[config.mk]
export PLATFORM = sky130hd
export DESIGN_NAME = iot_event_encoder
export DESIGN_NICKNAME = d
export VERILOG_FILES = /design/src/rtl/iot_pkg.sv /design/src/rtl/rr_arbiter.sv /design/src/rtl/iot_event_encoder.sv
export SDC_FILE = /design/constraint.sdc
export NUM_CORES = 1
export LEC_CHECK = 0
export CAP_MARGIN = 10
export CORE_ASPECT_RATIO = 2
export CORE_MARGIN = 3
export CORE_UTILIZATION = 50
export DETAILED_ROUTE_END_ITERATION = 8
export PLACE_DENSITY = 0.69
export SYNTH_ARGS = -nofsm -noshare
export SYNTH_HDL_FRONTEND = slang
export SYNTH_SLANG_ARGS = --single-unit
[constraint.sdc]
create_clock -name clk -period 5.1 [get_ports clk]
set_input_delay 1.02 -clock clk [delete_from_list [all_inputs] [get_ports clk]]
set_output_delay 1.02 -clock clk [all_outputs]
set_load 0.05 [all_outputs]
[src/rtl/iot_pkg.sv]
// Shared definitions for the IoT device event encoder and its active-devices monitor.
package iot_pkg;
  localparam int IOT_N_DEV = 8;

  typedef enum logic [1:0] {
    IDLE     = 2'd0,
    PEND_ON  = 2'd1,
    PEND_OFF = 2'd2
  } pend_state_t;
endpackage

[src/rtl/rr_arbiter.sv]
// Combinational round-robin pick: first requester at or after ptr, wrapping at N-1.
// Zero latency; no backpressure of its own, the caller decides whether to consume the grant.
module rr_arbiter #(
  parameter int N  = 8,
  parameter int IW = $clog2(N)
) (
  input  logic [N-1:0]  req,
  input  logic [IW-1:0] ptr,
  output logic [IW-1:0] gnt_idx,
  output logic          gnt_vld
);

  always_comb begin
    int            idx;
    logic [IW-1:0] sel;
    idx     = 0;
    sel     = '0;
    gnt_idx = '0;
    gnt_vld = 1'b0;
    for (int off = 0; off < N; off++) begin
      idx = int'(ptr) + off;
      if (idx >= N) idx = idx - N;
      sel = IW'(idx);
      if (!gnt_vld && req[sel]) begin
        gnt_vld = 1'b1;
        gnt_idx = sel;
      end
    end
  end

endmodule

[src/rtl/iot_event_encoder.sv]
// Turns per-device on/off level changes into a one-event-per-cycle stream for the monitor.
// Edge-to-change latency 2 cycles; en=0 holds events pending while edge detection continues.
module iot_event_encoder
  import iot_pkg::*;
#(
  parameter int N_DEV = IOT_N_DEV
) (
  input  logic                     clk,
  input  logic                     rst_n,
  input  logic [N_DEV-1:0]         dev_status,
  input  logic                     en,
  output logic                     change,
  output logic                     on_off,
  output logic [$clog2(N_DEV)-1:0] dev_id,
  output logic                     pending
);

  localparam int IW = $clog2(N_DEV);

  logic [N_DEV-1:0] prev_status;
  logic [N_DEV-1:0] edge_det;
  logic [N_DEV-1:0] req;
  pend_state_t      state     [N_DEV];
  pend_state_t      state_nxt [N_DEV];
  logic [IW-1:0]    rr_ptr;
  logic [IW-1:0]    gnt_idx;
  logic             gnt_vld;
  logic             emit;

  assign edge_det = dev_status ^ prev_status;
  assign emit     = en & gnt_vld;
  assign pending  = |req;

  always_comb begin
    req = '0;
    for (int i = 0; i < N_DEV; i++) req[i] = (state[i] != IDLE);
  end

  rr_arbiter #(.N(N_DEV), .IW(IW)) u_rr (
    .req     (req),
    .ptr     (rr_ptr),
    .gnt_idx (gnt_idx),
    .gnt_vld (gnt_vld)
  );

  // The device being reported is seen as IDLE first, so a simultaneous edge re-arms it.
  always_comb begin
    pend_state_t cur;
    cur = IDLE;
    for (int i = 0; i < N_DEV; i++) begin
      cur = state[i];
      if (emit && gnt_idx == IW'(i)) cur = IDLE;
      state_nxt[i] = cur;
      if (edge_det[i]) begin
        if (cur != IDLE) state_nxt[i] = IDLE;
        else             state_nxt[i] = dev_status[i] ? PEND_ON : PEND_OFF;
      end
    end
  end

  always_ff @(posedge clk or negedge rst_n) begin
    if (!rst_n) begin
      prev_status <= '0;
      rr_ptr      <= '0;
      change      <= 1'b0;
      on_off      <= 1'b0;
      dev_id      <= '0;
      for (int i = 0; i < N_DEV; i++) state[i] <= IDLE;
    end else begin
      prev_status <= dev_status;
      state       <= state_nxt;
      change      <= emit;
      if (emit) begin
        on_off <= (state[gnt_idx] == PEND_ON);
        dev_id <= gnt_idx;
        rr_ptr <= (gnt_idx == IW'(N_DEV - 1)) ? '0 : gnt_idx + 1'b1;
      end
    end
  end

endmodule
==> impl_metrics.toml <==
[floorplanning]
rows = 35
dieWidth_um = 55.2
fp.coreArea_um2 = 4640
io-pin-count = 17
initial_utilization_pct = 52.2
dieArea_um2 = 5770
die_h_um = 104

[drt]
route.detailed.drc = 0
drt-wirelength-per-cell_um = 18.6
vias_per_cell = 6.54
initialDrtViolationCount = 59
first_pass_iters = 4
drtAntennaViolNets = 0
wirelength_um = 5850
vias = 2053

[setup_path]
worstPathMaxFanout = 11
critPathLaunchType = "flop"
crit_required_ps = 4080
crit_arrival_ps = 3830
criticalPathCategory = "reg2out"
r2r-start = "rr_ptr[0]"
end_kind = "output port"
startpoint = "rr_ptr[0]"

[timing]
slew_headroom_pct = 57.4
clock_skew_ps = 7.02
finalSetupViolCount = 0
finalHoldViolations = 0
max_freq_mhz = 206
drv_slew = 0
period_needed_ps = 4850
post-route-period-util_pct = 95.0
tightestPinTransition_ps = 639
fin_tns_setup_ps = 0
rsz0062_at_grt = "false"

[clocking]
post_cts_buffers = 0
clock-sinks = 32
clkTransAtPathRegs_ps = 60
clk_latency_ps = 280
cts_made_buffers = 5
clock_path_buffers = 2
cts_tree = "yes"
cts_root_buf = "clkbuf_8"
holdBufCountCts = 0
htree_levels = 2

[finish]
diodes = 0
fin_area_um2 = 2710
syn2layout_area_growth_pct = 11.6
finalNetCount = 273
layout-drive-gt1-share_pct = 17.0

[yosys]
postSynthCellCount = 239
synth_edf_count = 0
synthesis.area_um2 = 2420
yosysUniqueCellTypes = 67
ys_warn_count = 0
synthArstFlopShare_pct = 100
synth.yosys.seq_area_share_pct = 33.0
synth-seq-cells = 32
avgSynthCellArea_um2 = 10.1
syn_nets = 254
synth_flop_cell = "dfrtp_1"

[min_path]
holdCritStartpoint = "dev_id[1]"
hp-class = "reg2reg"

[flow_run]
maxCapViolations = 0

[outcome]
status = "complete, no violations"

[global_route]
grt_overflow_total = 0
grt_pass1_wl_um = 9780
antenna_found_initial = 0
track_usage_pct = 21.4
grt_pass1_vias = 2054
grt_max_degree = 33

[placed_design]
port_buffers = 16
dpl_cell_area_um2 = 2620
gp_congestion = 0.876
hpwl_um = 4600
## synth_stat cells (5+ instances only)
cell type  instances  area (µm²)
nor3b_1            5        37.5
nand2_1           16        60.1
o21ai_0            5        25.0
nor3_1             6        30.0
mux4_2            11         248
inv_1             18        67.6
dfrtp_1           32         801
mux2_2             7        78.8
nor2_1            26        97.6
nand2b_1           8        50.1
a21oi_1            5        25.0
a32o_1            10         100
xor2_1             5        43.8
## final cells by class
cell class | count | area, µm²
inverters | 19 | 73.8
fillers | 428 | 1940
clock buffers | 8 | 90.1
well taps | 55 | 68.8
repair buffers | 23 | 213
multi-input cells | 177 | 1460
flip-flops and latches | 32 | 802
## path summary, 6_finish.rpt
check                             to  slack [ps]  cells past startpoint
setup / recovery             pending         250                      8
hold / removal             dev_id[1]         490                      1
setup reg to reg            state[1]         750                     11
hold reg to reg            dev_id[1]         490                      1
max in group asynchronous  rr_ptr[1]        3650                      2
min in group asynchronous  state[11]        1140                      2
## placed cells by master (no fill, tap or decap), drive strengths merged, types with 3 or more instances in the layout
cell type	netlist	final
a21o	3	3
a21oi	5	5
a311oi	3	3
a31oi	4	4
a32o	10	10
buf	9	7
clkbuf	2	8
clkdlybuf4s50	0	16
dfrtp	32	32
ha	4	4
inv	19	19
mux2	9	9
mux2i	5	5
mux4	11	11
nand2	16	16
nand2b	8	8
nand3b	3	3
nor2	27	27
nor2b	3	3
nor3	6	6
nor3b	5	5
nor4b	3	3
o21ai	9	9
o2bb2ai	4	4
o31ai	3	3
xor2	5	5
## registers in the layout, summed over array words and instances (netlist names)
signal,flops
dev_id,3
state,16
change,1
rr_ptr,3
on_off,1
prev_status,8
## stage by stage
step	hold slack, ps	instances	util, %	setup slack (ps)
after floorplan	488	239	-	1460
after global placement	471	306	56.3	549
after detailed placement	477	306	56.3	491
after CTS	496	314	58.3	177
after global routing	518	314	58.3	69.0
final	493	314	58.3	253
## metal layers
layer / global-route usage (%) / vias to the layer above / part of all wire, %
met3: 2.24 / 35 / 2.6
met1: 21.9 / 1004 / 35
li1: - / 944 / -
met4: 18.4 / 0 / 8.5
met5: 0 / - / 0
met2: 37.4 / 70 / 54
## repair_timing
action | 4_1_cts | 5_1_grt
hold endpoints to repair | 0 | 0
resized for setup | 0 | 1
setup endpoints to repair | 0 | 1
## cells by family (layout without fill, tap and decap cells)
logic type	after synthesis	in the layout	share of synthesized area, %
and+or+nand+nor	81	81	18.9
muxes	25	25	16.8
DFF	32	32	33.0
AOI/OAI and AO/OA	60	60	19.6
adders and majority gates	4	4	2.06
buffers and inverters	30	50	6.81
xor gates and xnor gates	7	7	2.84
## critical path, cell delays in order, from the launching register on
cell	delay, ps
dfrtp_1	640
inv_4	100
ha_1	500
mux4_2	310
mux2i_1	170
or4b_4	610
nand3b_4	220
or2_2	300
clkdlybuf4s50_1	700
Power is left out: the tool's default activity adds up to more than one toggle a clock period on the data nets, which glitch-free logic cannot reach.
